===== src/rtl/lspc_timing_pkg.sv =====
// Shared constants for the LSPC raster timing generator.
// Holds the default line/frame geometry (24 MHz master clock, 4 CK per
// pixel) and the widths of the prescaler and beam counters.
package lspc_timing_pkg;

    localparam int H_W   = 9;   // horizontal beam counter width
    localparam int V_W   = 9;   // vertical beam counter width
    localparam int DIV_W = 2;   // pixel prescaler width (divide by 4)

    // Default horizontal geometry, in pixels.
    localparam int H_TOTAL_DEF  = 384;
    localparam int HS_END_DEF   = 28;
    localparam int HB_END_DEF   = 56;
    localparam int HB_START_DEF = 376;

    // Default vertical geometry, in lines.
    localparam int V_TOTAL_DEF  = 264;
    localparam int VS_END_DEF   = 8;
    localparam int VB_END_DEF   = 16;
    localparam int VB_START_DEF = 240;

endpackage


===== src/rtl/lspc_modcnt.sv =====
// Modulo-MOD up-counter, falling-edge clocked, asynchronous active-low clear.
// Ports:
//   clk_i   - clock; state updates on the falling edge
//   rst_ni  - asynchronous active-low clear (count returns to 0)
//   en_i    - advance by one on this edge
//   cnt_o   - registered count, 0..MOD-1
//   nxt_o   - value the count takes on the next falling edge
//   wrap_o  - high while en_i is set and the count sits at MOD-1; it is a
//             decode of the register plus the enable, so it is a single
//             AND term with no adder in its path
module lspc_modcnt #(
    parameter int WIDTH = 2,
    parameter int MOD   = 4
) (
    input  logic             clk_i,
    input  logic             rst_ni,
    input  logic             en_i,
    output logic [WIDTH-1:0] cnt_o,
    output logic [WIDTH-1:0] nxt_o,
    output logic             wrap_o
);

    localparam logic [WIDTH-1:0] LAST = WIDTH'(MOD - 1);

    logic [WIDTH-1:0] cnt_q;
    logic [WIDTH-1:0] cnt_d;
    logic             at_last;

    assign at_last = (cnt_q == LAST);

    always_comb begin
        cnt_d = cnt_q;
        if (en_i) begin
            if (at_last) begin
                cnt_d = '0;
            end else begin
                cnt_d = cnt_q + WIDTH'(1);
            end
        end
    end

    always_ff @(negedge clk_i or negedge rst_ni) begin
        if (!rst_ni) begin
            cnt_q <= '0;
        end else begin
            cnt_q <= cnt_d;
        end
    end

    assign cnt_o  = cnt_q;
    assign nxt_o  = cnt_d;
    assign wrap_o = en_i & at_last;

endmodule


===== src/rtl/lspc_video_timing.sv =====
// LSPC horizontal/vertical raster timing generator.
// A divide-by-4 prescaler produces the pixel enable; H counts pixels and V
// counts lines. Sync/blank strobes are registered from the counters' next
// values so each strobe flips on the same falling edge as the count it
// decodes. All state is negative-edge with asynchronous active-low clear.
// Ports:
//   CK        - 24 MHz master clock (falling-edge active)
//   CL        - asynchronous active-low clear
//   PCK_EN    - one CK in four, marks a pixel step
//   H, V      - beam position
//   nHSYNC    - low for H < HS_END
//   nHBLANK   - high for HB_END <= H < HB_START
//   nVSYNC    - low for V < VS_END
//   nVBLANK   - high for VB_END <= V < VB_START
//   LINE_END  - pixel step at H = H_TOTAL-1
//   FRAME_END - LINE_END on the last line
module lspc_video_timing
    import lspc_timing_pkg::*;
#(
    parameter int H_TOTAL  = H_TOTAL_DEF,
    parameter int HS_END   = HS_END_DEF,
    parameter int HB_END   = HB_END_DEF,
    parameter int HB_START = HB_START_DEF,
    parameter int V_TOTAL  = V_TOTAL_DEF,
    parameter int VS_END   = VS_END_DEF,
    parameter int VB_END   = VB_END_DEF,
    parameter int VB_START = VB_START_DEF
) (
    input  logic           CK,
    input  logic           CL,
    output logic           PCK_EN,
    output logic [H_W-1:0] H,
    output logic [V_W-1:0] V,
    output logic           nHSYNC,
    output logic           nHBLANK,
    output logic           nVSYNC,
    output logic           nVBLANK,
    output logic           LINE_END,
    output logic           FRAME_END
);

    // Geometry legality, rejected at elaboration.
    if (H_TOTAL > 512 || V_TOTAL > 512) begin : g_bad_total
        $error("lspc_video_timing: H_TOTAL and V_TOTAL must not exceed 512");
    end
    if (!(HS_END < HB_END && HB_END < HB_START && HB_START <= H_TOTAL)) begin : g_bad_h
        $error("lspc_video_timing: need HS_END < HB_END < HB_START <= H_TOTAL");
    end
    if (!(VS_END < VB_END && VB_END < VB_START && VB_START <= V_TOTAL)) begin : g_bad_v
        $error("lspc_video_timing: need VS_END < VB_END < VB_START <= V_TOTAL");
    end

    // Compares are one bit wider than the counters so a bound of 512 is
    // representable and still compares unsigned.
    localparam logic [H_W:0] HS_END_C   = (H_W+1)'(HS_END);
    localparam logic [H_W:0] HB_END_C   = (H_W+1)'(HB_END);
    localparam logic [H_W:0] HB_START_C = (H_W+1)'(HB_START);
    localparam logic [V_W:0] VS_END_C   = (V_W+1)'(VS_END);
    localparam logic [V_W:0] VB_END_C   = (V_W+1)'(VB_END);
    localparam logic [V_W:0] VB_START_C = (V_W+1)'(VB_START);

    logic [DIV_W-1:0] div_cnt;
    logic [DIV_W-1:0] div_nxt;
    logic             pck_en;
    logic [H_W-1:0]   h_cnt;
    logic [H_W-1:0]   h_nxt;
    logic             h_wrap;
    logic [V_W-1:0]   v_cnt;
    logic [V_W-1:0]   v_nxt;
    logic             v_wrap;

    // The prescaler's wrap (enable tied high) is exactly DIV == 3.
    lspc_modcnt #(.WIDTH(DIV_W), .MOD(4)) u_div (
        .clk_i  (CK),
        .rst_ni (CL),
        .en_i   (1'b1),
        .cnt_o  (div_cnt),
        .nxt_o  (div_nxt),
        .wrap_o (pck_en)
    );

    lspc_modcnt #(.WIDTH(H_W), .MOD(H_TOTAL)) u_h (
        .clk_i  (CK),
        .rst_ni (CL),
        .en_i   (pck_en),
        .cnt_o  (h_cnt),
        .nxt_o  (h_nxt),
        .wrap_o (h_wrap)
    );

    lspc_modcnt #(.WIDTH(V_W), .MOD(V_TOTAL)) u_v (
        .clk_i  (CK),
        .rst_ni (CL),
        .en_i   (h_wrap),
        .cnt_o  (v_cnt),
        .nxt_o  (v_nxt),
        .wrap_o (v_wrap)
    );

    // The prescaler position and its look-ahead have no consumer beyond
    // the pixel enable.
    logic div_unused;
    assign div_unused = ^{div_cnt, div_nxt};

    logic nhsync_q, nhblank_q, nvsync_q, nvblank_q;
    logic nhsync_d, nhblank_d, nvsync_d, nvblank_d;

    always_comb begin
        nhsync_d  = !({1'b0, h_nxt} < HS_END_C);
        nhblank_d = ({1'b0, h_nxt} >= HB_END_C) && ({1'b0, h_nxt} < HB_START_C);
        nvsync_d  = !({1'b0, v_nxt} < VS_END_C);
        nvblank_d = ({1'b0, v_nxt} >= VB_END_C) && ({1'b0, v_nxt} < VB_START_C);
    end

    always_ff @(negedge CK or negedge CL) begin
        if (!CL) begin
            nhsync_q  <= 1'b0;
            nhblank_q <= 1'b0;
            nvsync_q  <= 1'b0;
            nvblank_q <= 1'b0;
        end else begin
            nhsync_q  <= nhsync_d;
            nhblank_q <= nhblank_d;
            nvsync_q  <= nvsync_d;
            nvblank_q <= nvblank_d;
        end
    end

    assign PCK_EN    = pck_en;
    assign H         = h_cnt;
    assign V         = v_cnt;
    assign nHSYNC    = nhsync_q;
    assign nHBLANK   = nhblank_q;
    assign nVSYNC    = nvsync_q;
    assign nVBLANK   = nvblank_q;
    // Both are AND terms over register bits only (the wraps are decodes of
    // DIV/H/V against constants gated by the previous stage's decode).
    assign LINE_END  = h_wrap;
    assign FRAME_END = v_wrap;

endmodule


===== config.mk =====
export PLATFORM = sky130hd
export DESIGN_NAME = lspc_video_timing
export DESIGN_NICKNAME = d
export VERILOG_FILES = /design/src/rtl/lspc_timing_pkg.sv /design/src/rtl/lspc_modcnt.sv /design/src/rtl/lspc_video_timing.sv
export SDC_FILE = /design/constraint.sdc
export NUM_CORES = 1
export LEC_CHECK = 0
export ABC_CLOCK_PERIOD_IN_PS = 3200
export BUFFER_PORTS_ARGS = -buffer_cell sky130_fd_sc_hd__buf_2
export CORE_ASPECT_RATIO = 1.2
export CORE_MARGIN = 2
export CORE_UTILIZATION = 51
export DETAILED_ROUTE_END_ITERATION = 16
export PLACE_DENSITY = 0.84
export SETUP_SLACK_MARGIN = 0.3
export SYNTH_ARGS = -nofsm -noshare
export SYNTH_HDL_FRONTEND = slang
export SYNTH_SLANG_ARGS = --single-unit

===== constraint.sdc =====
create_clock -name CK -period 3.2 [get_ports CK]
set_clock_uncertainty 0.05 [all_clocks]
set_input_delay 0.64 -clock CK [delete_from_list [all_inputs] [get_ports CK]]
set_output_delay 0.64 -clock CK [all_outputs]
set_load 0.03 [all_outputs]

==> impl_metrics.csv, run 1 <==
group,metric,value,unit
timing,fin_hold_ws,0.457,ns
placement,placed_area,1610,um^2
logic_synthesis,synth_edf_count,0,
timing,finalSetupTns,-4.79,ns
placement,port_buffers,26,
global_routing,met2_usage,53.2,%
logic_synthesis,synthFlopType,"dfrtn_1",
floorplan,die_h,58.0,um
cells_and_area,layout_common_cells,"buf_6 (46), buf_4 (30), dfrtn_1 (24)",
pwr,pwr_density_cell,261,nW/um^2
pwr,max-vdd-ir-drop,0.301,mV
placement,dp_cells,205,
global_routing,grt_pass1_vias,1322,
floorplan,initial_core_util,53.8,%
timing,maxSlewViolCount,0,
floorplan,fp-row-count,19,
timing,setup_violations,21,
global_routing,grt_util_met1,40.2,%
clocking,htree_levels,1,
clocking,clkSinkCount,24,
cells_and_area,drive_gt1_share,47.5,%
logic_synthesis,syn_area_per_cell,9.85,um^2
logic_synthesis,yosysWarningCount,0,
setup_path,worst_ep_arrival_time,3.49,ns
setup_path,timing.rr.start,"u_div.cnt_o[0]",
logic_synthesis,ys_ff_latch,24,
clocking,clock-root-buffer,"clkbuf_4",
pwr,p_leak,1.02,nW
floorplan,core,2310,um^2
drt,first_pass_iters,4,
floorplan,die_area,2850,um^2
global_routing,grt_pass1_wl,6.69,mm
outcome,violations,"negative setup slack",
drt,wl,4.49,mm
setup_path,path_max_fanout,2,
pwr,p_seq_share,56.2,%
drt,wire_per_inst,19.3,um
logic_synthesis,netlist_instances,126,
global_routing,antenna_found_initial,0,
placement,place_worst_setup_slack,-0.658,ns
setup_path,cp-start-kind,"flip-flop",
placement,place.gp.congestion,0.921,
placement,post-dp-hpwl,2.28,mm
global_routing,grt-ovfl-total,0,
setup_path,path_class,"flip-flop to primary output",
cells_and_area,area_growth,67.5,%
timing,grt_setup_unrepaired,"yes",
drt,drt.antenna.violating_nets,0,
cells_and_area,layout.cells.non_filler,233,
pwr,internal_power,0.432,mW
clocking,cts.clk_slew.worst_paths,0.10,ns
drt,viasPerCell,5.97,
drt,first_iter_violations,96,
setup_path,reg2regPathDepth,8,
setup_path,regToRegEndpoint,"nVSYNC",
floorplan,ios,27,
setup_path,r2r_slack,0.45,ns
worst_hold_path,hp-start,"u_div.cnt_o[1]",
drt,drc,0,
worst_hold_path,min_to,"u_div.cnt_o[1]",
pwr,total_power,0.542,mW
worst_hold_path,hold_path_class,"flip-flop to flip-flop",
global_routing,grt.total_usage,31.7,%
cells_and_area,final_area,2080,um^2
timing,setup_ws,-0.983,ns
global_routing,grt_max_degree,25,
flow_run,maxCapViolations,0,
drt,vias,1391,
cells_and_area,final_common_cell,"buf_6",
cells_and_area,diodes,0,
logic_synthesis,synth_area,1240,um^2
cells_and_area,fin_nets,208,
floorplan,die_w,49.0,um
pwr,power.share.combinational,1.1,%
clocking,cts.hold.buffers_added,0,
outcome,status,"complete, but fails checks",
pwr,p_sw,0.110,mW
logic_synthesis,synth.distinct_cells,41,
worst_hold_path,hold_depth,1,
clocking,numCtsBuffers,3,
clocking,clkLatencyLatePin,0.33,ns
setup_path,crit_required,2.51,ns
timing,maxSlewHeadroom,51.4,%
timing,hold_viol_final,0,
logic_synthesis,seq_area_frac_synth,48.4,%
clocking,clk_path_buf_depth,2,
logic_synthesis,ys_async_sr_fraction,100,%
global_routing,grt_use_met3,3.87,%
clocking,cts_tree,"done",
global_routing,grt_busiest_layer,"met2",
setup_path,cp-end-kind,"primary output",
logic_synthesis,syn-num-nets,131,
pwr,pwr-share-clk,42.6,%
cells_and_area,fin_util,90.2,%
timing,worst_slew_pin_slew,0.722,ns
cells_and_area,nFillCells,94,
pwr,swShare,20.2,%
-- power by group through the flow --
stage	clock network, mW	logic, mW	registers, mW
CTS	0.232	0.00651	0.305
detailed placement	0	0.00650	0.310
floorplan	0	0.000000248	0.310
global placement	0	0.00638	0.310
global route	0.245	0.00738	0.305
finish	0.231	0.00608	0.305
-- worst max-delay path by stage --
stage	from	to	slack (ns)	cells after the start
global placement	u_v.cnt_o[0]	FRAME_END	-0.62	5
detailed placement	u_v.cnt_o[1]	FRAME_END	-0.66	5
floorplan	u_h.cnt_o[0]	LINE_END	-0.89	6
global route	u_v.cnt_o[1]	FRAME_END	-1.02	5
CTS	u_h.cnt_o[0]	FRAME_END	-0.91	5
finish	u_v.cnt_o[1]	FRAME_END	-0.98	5
-- routing by layer --
layer	routed length (um)	up-vias
met1	1680	682
li1	-	593
met3	368	16
met5	0	-
met2	2330	100
met4	117	0
-- what timing repair did --
action | in CTS | in global routing
hold endpoints to repair | 0 | 0
setup endpoints to repair | 25 | 25
buffers inserted | 12 | 12
pin swaps | 1 | 0
resized for setup | 68 | 4
-- flip-flops by register name, indices dropped and copies added, names as in the netlist --
register     flops
u_div.cnt_o      2
nHSYNC           1
nVSYNC           1
u_h.cnt_o        9
nHBLANK          1
u_v.cnt_o        9
nVBLANK          1
-- worst max-delay path, stage by stage (launching register included) --
cell and delay (ns):
dfrtn_1 0.45, ha_1 0.20, nand4b_1 0.16, or4_4 0.48, nor2_4 0.14, buf_6 0.14
-- Yosys cell counts, types with 3 or more instances --
cell,number,area (um^2)
nand3_1,4,20.0
nor3_1,3,15.0
ha_1,3,37.5
xnor2_1,6,52.6
or3_1,3,18.8
nand2_1,16,60.1
o21ai_0,6,30.0
inv_1,3,11.3
dfrtn_1,24,601
nand4_1,3,18.8
xor2_1,4,35.0
nor2_1,14,52.6
a21oi_1,5,25.0
-- kinds of logic after synthesis --
family                     Yosys count  synth area share, %
AOI/OAI and AO/OA                   17                 8.07
and+or+nand+nor                     59                 25.8
DFF                                 24                 48.4
xor gates and xnor gates            10                 7.06
adders and majority gates            3                 3.02
buffers and inverters                9                 3.83
muxes                                4                 3.83
-- cell type report --
class                      instances  area, um^2  area share [%]
clock buffer                       3        22.5            1.08
clock inverter                     1        30.0            1.44
inverter                           4        20.0           0.963
multi-input combinational         93         619            29.8
sequential                        24         601            28.9
tap                               31        38.8            1.87
timing repair buffer              77         748            36.0
No activity file was read; power rests on OpenSTA's default activity.
==> inputs of run 2 (changes only) <==
Settings changed: CELL_PAD_IN_SITES_DETAIL_PLACEMENT set to 1, CELL_PAD_IN_SITES_GLOBAL_PLACEMENT set to 1, CORE_UTILIZATION 51 to 40, PLACE_DENSITY 0.84 to 0.85.
==> impl_metrics.csv, run 2 (synthesis gave the netlist of run 1 again) <==
group,metric,value,unit
outcome,status,"complete, but fails checks",
outcome,violations,"negative setup slack",
global_routing,grt_use_met3,3.00,%
cells_and_area,layout_common_cells,"buf_6 (50), buf_4 (29), dfrtn_1 (24)",
setup_path,path_max_fanout,3,
floorplan,die_h,65.0,um
pwr,power.share.combinational,1.3,%
clocking,cts_tree,"done",
timing,setup_violations,21,
worst_hold_path,hold_path_class,"flip-flop to flip-flop",
floorplan,ios,27,
timing,setup_ws,-1.02,ns
clocking,cts.clk_slew.worst_paths,0.11,ns
drt,drt.antenna.violating_nets,0,
global_routing,grt.total_usage,29.4,%
drt,wire_per_inst,25.6,um
clocking,cts.hold.buffers_added,0,
setup_path,slowest_delay,0.56,ns
setup_path,crit_required,2.51,ns
timing,hold_viol_final,0,
flow_run,maxCapViolations,0,
cells_and_area,nFillCells,316,
global_routing,grt-ovfl-total,0,
global_routing,met2_usage,55.1,%
pwr,internal_power,0.375,mW
timing,grt_setup_unrepaired,"yes",
clocking,clock-root-buffer,"clkbuf_4",
clocking,numCtsBuffers,3,
floorplan,core,3000,um^2
setup_path,cp_cell_sequence,"ha_2, nand4_1, or4b_4, nor2_4, buf_6",
placement,post-dp-hpwl,2.82,mm
setup_path,cp-end-kind,"primary output",
drt,wl,6.16,mm
global_routing,grt_pass1_vias,1466,
pwr,p_leak,1.03,nW
cells_and_area,drive_gt1_share,48.8,%
drt,drc,0,
timing,worst_slew_pin_slew,0.835,ns
floorplan,die_area,3570,um^2
floorplan,fp-row-count,22,
pwr,p_seq_share,62.3,%
cells_and_area,diodes,0,
drt,first_iter_violations,55,
global_routing,antenna_found_initial,0,
pwr,max-vdd-ir-drop,0.188,mV
placement,place.gp.congestion,0.812,
global_routing,grt_max_degree,25,
pwr,pwr-share-clk,36.3,%
global_routing,grt_busiest_layer,"met2",
drt,first_pass_iters,4,
clocking,clk_path_buf_depth,2,
floorplan,die_w,54.9,um
drt,viasPerCell,5.90,
setup_path,path_class,"flip-flop to primary output",
cells_and_area,fin_nets,211,
pwr,p_sw,0.114,mW
cells_and_area,final_common_cell,"buf_6",
setup_path,slowest_stage,"or4b_4",
cells_and_area,fin_util,70.3,%
timing,maxSlewViolCount,0,
pwr,total_power,0.489,mW
clocking,clkLatencyLatePin,0.33,ns
floorplan,initial_core_util,41.4,%
pwr,swShare,23.4,%
setup_path,worst_ep_arrival_time,3.53,ns
global_routing,grt_util_met1,32.4,%
setup_path,cp-start-kind,"flip-flop",
global_routing,grt_pass1_wl,7.25,mm
pwr,pwr_density_cell,232,nW/um^2
drt,vias,1422,
timing,maxSlewHeadroom,43.8,%
clocking,htree_levels,1,
cells_and_area,area_growth,70.0,%
placement,port_buffers,26,
clocking,clkSinkCount,24,
-- run 2: cell count changes in the layout (fill, tap and decap cells not counted), sizes merged --
cell / delta
buf: +3
bufinv: -1
clkbuf: +1
-- run 2: final timing paths --
kind | from | cells past startpoint | slack (ns) | end
setup / recovery | u_h.cnt_o[0] | 5 | -1.02 | FRAME_END
hold / removal | u_div.cnt_o[1] | 1 | 0.44 | u_div.cnt_o[1]
setup reg to reg | u_v.cnt_o[0] | 8 | 0.24 | nVBLANK
hold reg to reg | u_div.cnt_o[1] | 1 | 0.44 | u_div.cnt_o[1]
max in group asynchronous | CL | 1 | 0.95 | nVSYNC
min in group asynchronous | CL | 1 | 1.72 | u_v.cnt_o[8]
-- run 2: layout make-up --
type,count,area [um^2],share of cell area (%)
Timing Repair Buffer,80,786,37.2
Multi-Input combinational cell,93,622,29.5
Sequential cell,24,601,28.5
Tap cell,36,45.0,2.14
Clock buffer,4,36.3,1.72
Inverter,4,20.0,0.949
-- run 2: through the flow --
| stage | cells | area [um^2] | TNS, ns | hold WS [ns] | worst slack [ns] |
|---|---|---|---|---|---|
| after detailed placement | 209 | 1610 | -1.34 | 0.337 | -0.716 |
| after global placement | 209 | 1610 | -1.20 | 0.333 | -0.640 |
| after global routing | 241 | 2110 | -6.30 | 0.451 | -1.07 |
| after floorplan | 126 | 1280 | -1.76 | 0.317 | -0.886 |
| after CTS | 228 | 2000 | -4.48 | 0.347 | -0.943 |
| final | 241 | 2110 | -5.70 | 0.441 | -1.02 |
-- run 2: critical path, delay by kind of cell (launching register included) --
| family | cells | cell delay [ns] |
|---|---|---|
| adders and majority gates | 1 | 0.22 |
| buffers and inverters | 1 | 0.13 |
| DFF | 1 | 0.48 |
| and+or+nand+nor | 3 | 0.77 |
-- run 2: power by group through the flow --
stage / clock, mW / sequential [mW] / combinational (mW)
after floorplan: 0 / 0.310 / 0.000000248
after global placement: 0 / 0.310 / 0.00650
after detailed placement: 0 / 0.310 / 0.00671
after CTS: 0.168 / 0.305 / 0.00674
after global routing: 0.192 / 0.305 / 0.00774
final: 0.178 / 0.305 / 0.00657
-- run 2: timing repair --
| item | 4_1_cts | 5_1_grt |
|---|---|---|
| gates resized for setup | 74 | 3 |
| pin swaps | 1 | 0 |
| buffers inserted | 15 | 13 |
| setup endpoints to repair | 25 | 25 |
-- run 2: metal layers --
| metal | wire (um) | vias to the layer above |
|---|---|---|
| met3 | 251 | 27 |
| met1 | 2210 | 719 |
| li1 | - | 598 |
| met4 | 294 | 0 |
| met2 | 3400 | 78 |
| met5 | 0 | - |
==> inputs of run 3 (changes only) <==
Settings changed: BUFFER_PORTS_ARGS -buffer_cell sky130_fd_sc_hd__buf_2 to -buffer_cell sky130_fd_sc_hd__buf_4, RECOVER_POWER set to 50.
==> impl_metrics.csv, run 3 (synthesis gave the netlist of run 1 again) <==
group,metric,value,unit
placement,port_buffers,26,
drt,drc,0,
clocking,clkSinkCount,24,
cells_and_area,fin_util,65.9,%
setup_path,reg2regPathDepth,9,
placement,place.gp.congestion,0.806,
cells_and_area,diodes,0,
pwr,total_power,0.453,mW
worst_hold_path,hold_path_class,"flip-flop to flip-flop",
global_routing,grt-ovfl-total,0,
clocking,clock-root-buffer,"clkbuf_4",
timing,grt_setup_unrepaired,"yes",
outcome,status,"complete, but fails checks",
cells_and_area,drive_gt1_share,43.8,%
setup_path,path_max_fanout,3,
clocking,htree_levels,1,
setup_path,path_class,"flip-flop to primary output",
timing,worst_slew_pin_slew,0.672,ns
clocking,cts_tree,"done",
pwr,p_leak,0.943,nW
timing,hold_viol_final,0,
flow_run,maxCapViolations,0,
floorplan,ios,27,
setup_path,cp_cell_sequence,"ha_2, nand4_1, or4b_4, nor2_4, buf_6",
timing,setup_violations,21,
cells_and_area,area_growth,59.4,%
global_routing,antenna_found_initial,0,
global_routing,grt_max_degree,25,
drt,wire_per_inst,18.8,um
timing,finalSetupTns,-4.60,ns
floorplan,core,3000,um^2
timing,maxSlewViolCount,0,
setup_path,crit_required,2.51,ns
cells_and_area,final_common_cell,"buf_6",
global_routing,grt.total_usage,27.1,%
cells_and_area,nFillCells,321,
pwr,max-vdd-ir-drop,0.242,mV
drt,first_iter_violations,21,
timing,setup_ws,-0.942,ns
setup_path,worst_ep_arrival_time,3.45,ns
floorplan,die_w,54.9,um
placement,post-dp-hpwl,2.90,mm
timing,maxSlewHeadroom,54.8,%
clocking,cts.hold.buffers_added,0,
setup_path,critical-path-top-delay-family,"simple AND/OR/NAND/NOR gates",
outcome,violations,"negative setup slack",
floorplan,die_area,3570,um^2
drt,wl,4.29,mm
drt,vias,1254,
setup_path,cp-end-kind,"primary output",
drt,drt.antenna.violating_nets,0,
placement,place_worst_setup_slack,-0.665,ns
floorplan,fp-row-count,22,
drt,first_pass_iters,4,
cells_and_area,final_area,1980,um^2
drt,viasPerCell,5.50,
setup_path,slowest_stage,"or4b_4",
setup_path,cp.depth,5,
setup_path,path_buf_inv,1,
setup_path,cp-start-kind,"flip-flop",
global_routing,grt_pass1_wl,6.87,mm
clocking,numCtsBuffers,3,
cells_and_area,fin_nets,199,
placement,placed_area,1670,um^2
pwr,pwr_density_cell,229,nW/um^2
clocking,clkLatencyLatePin,0.31,ns
floorplan,die_h,65.0,um
setup_path,slowest_delay,0.56,ns
worst_hold_path,hold_depth,1,
clocking,clk_path_buf_depth,2,
clocking,cts.clk_slew.worst_paths,0.09,ns
cells_and_area,layout_common_cells,"buf_6 (45), dfrtn_1 (24), buf_4 (19)",
floorplan,initial_core_util,41.4,%
global_routing,grt_pass1_vias,1365,
==> run 3: per-stage QoR <==
step	cells	hold slack, ns
final	228	0.342
after global routing	228	0.354
after floorplan	126	0.317
after CTS	223	0.344
after global placement	209	0.333
after detailed placement	209	0.341
==> run 3: layout make-up <==
type / count / area [um^2] / area share [%]
inverter: 4 / 20.0 / 1.01
tap: 36 / 45.0 / 2.28
multi-input combinational: 93 / 622 / 31.4
sequential: 24 / 601 / 30.4
timing repair buffer: 68 / 668 / 33.8
clock buffer: 3 / 22.5 / 1.14
==> run 3: path summary, 6_finish.rpt <==
path | slack [ns] | from | end
worst min-delay path | 0.34 | u_div.cnt_o[0] | u_div.cnt_o[0]
min in group asynchronous | 1.64 | CL | u_v.cnt_o[2]
worst min register to register | 0.34 | u_div.cnt_o[0] | u_div.cnt_o[0]
worst max-delay path | -0.94 | u_h.cnt_o[0] | FRAME_END
max in group asynchronous | 1.18 | CL | u_v.cnt_o[4]
worst max register to register | 0.16 | u_h.cnt_o[0] | nVBLANK
==> run 3: power by group <==
| part | total (mW) | switching, mW | internal [mW] | leakage (nW) |
|---|---|---|---|---|
| Clock | 0.141 | 0.0970 | 0.0442 | 0.0138 |
| Combinational | 0.00689 | 0.00606 | 0.000832 | 0.608 |
| Sequential | 0.305 | 0 | 0.305 | 0.321 |
| Total | 0.453 | 0.103 | 0.350 | 0.943 |
==> run 3: per-layer routing <==
layer / wire length [um] / GRT usage (%) / vias to the layer above
li1: - / - / 575
met1: 1680 / 31.8 / 627
met2: 2340 / 48.1 / 40
met3: 146 / 3.92 / 12
met4: 125 / 9.38 / 0
met5: 0 / 0 / -
==> run 3: worst register-to-register path: cells and delay by family (launching register included) <==
family,cells,cell delay [ns]
muxes,1,0.35
DFF,1,0.44
and+or+nand+nor,5,1.26
adders and majority gates,1,0.18
buffers and inverters,2,0.60
==> run 3: repair_timing <==
action                     4_1_cts  5_1_grt
setup endpoints to repair       25       25
setup buffers                   11        5
gates resized for setup         47        1
pin swaps                        1        0
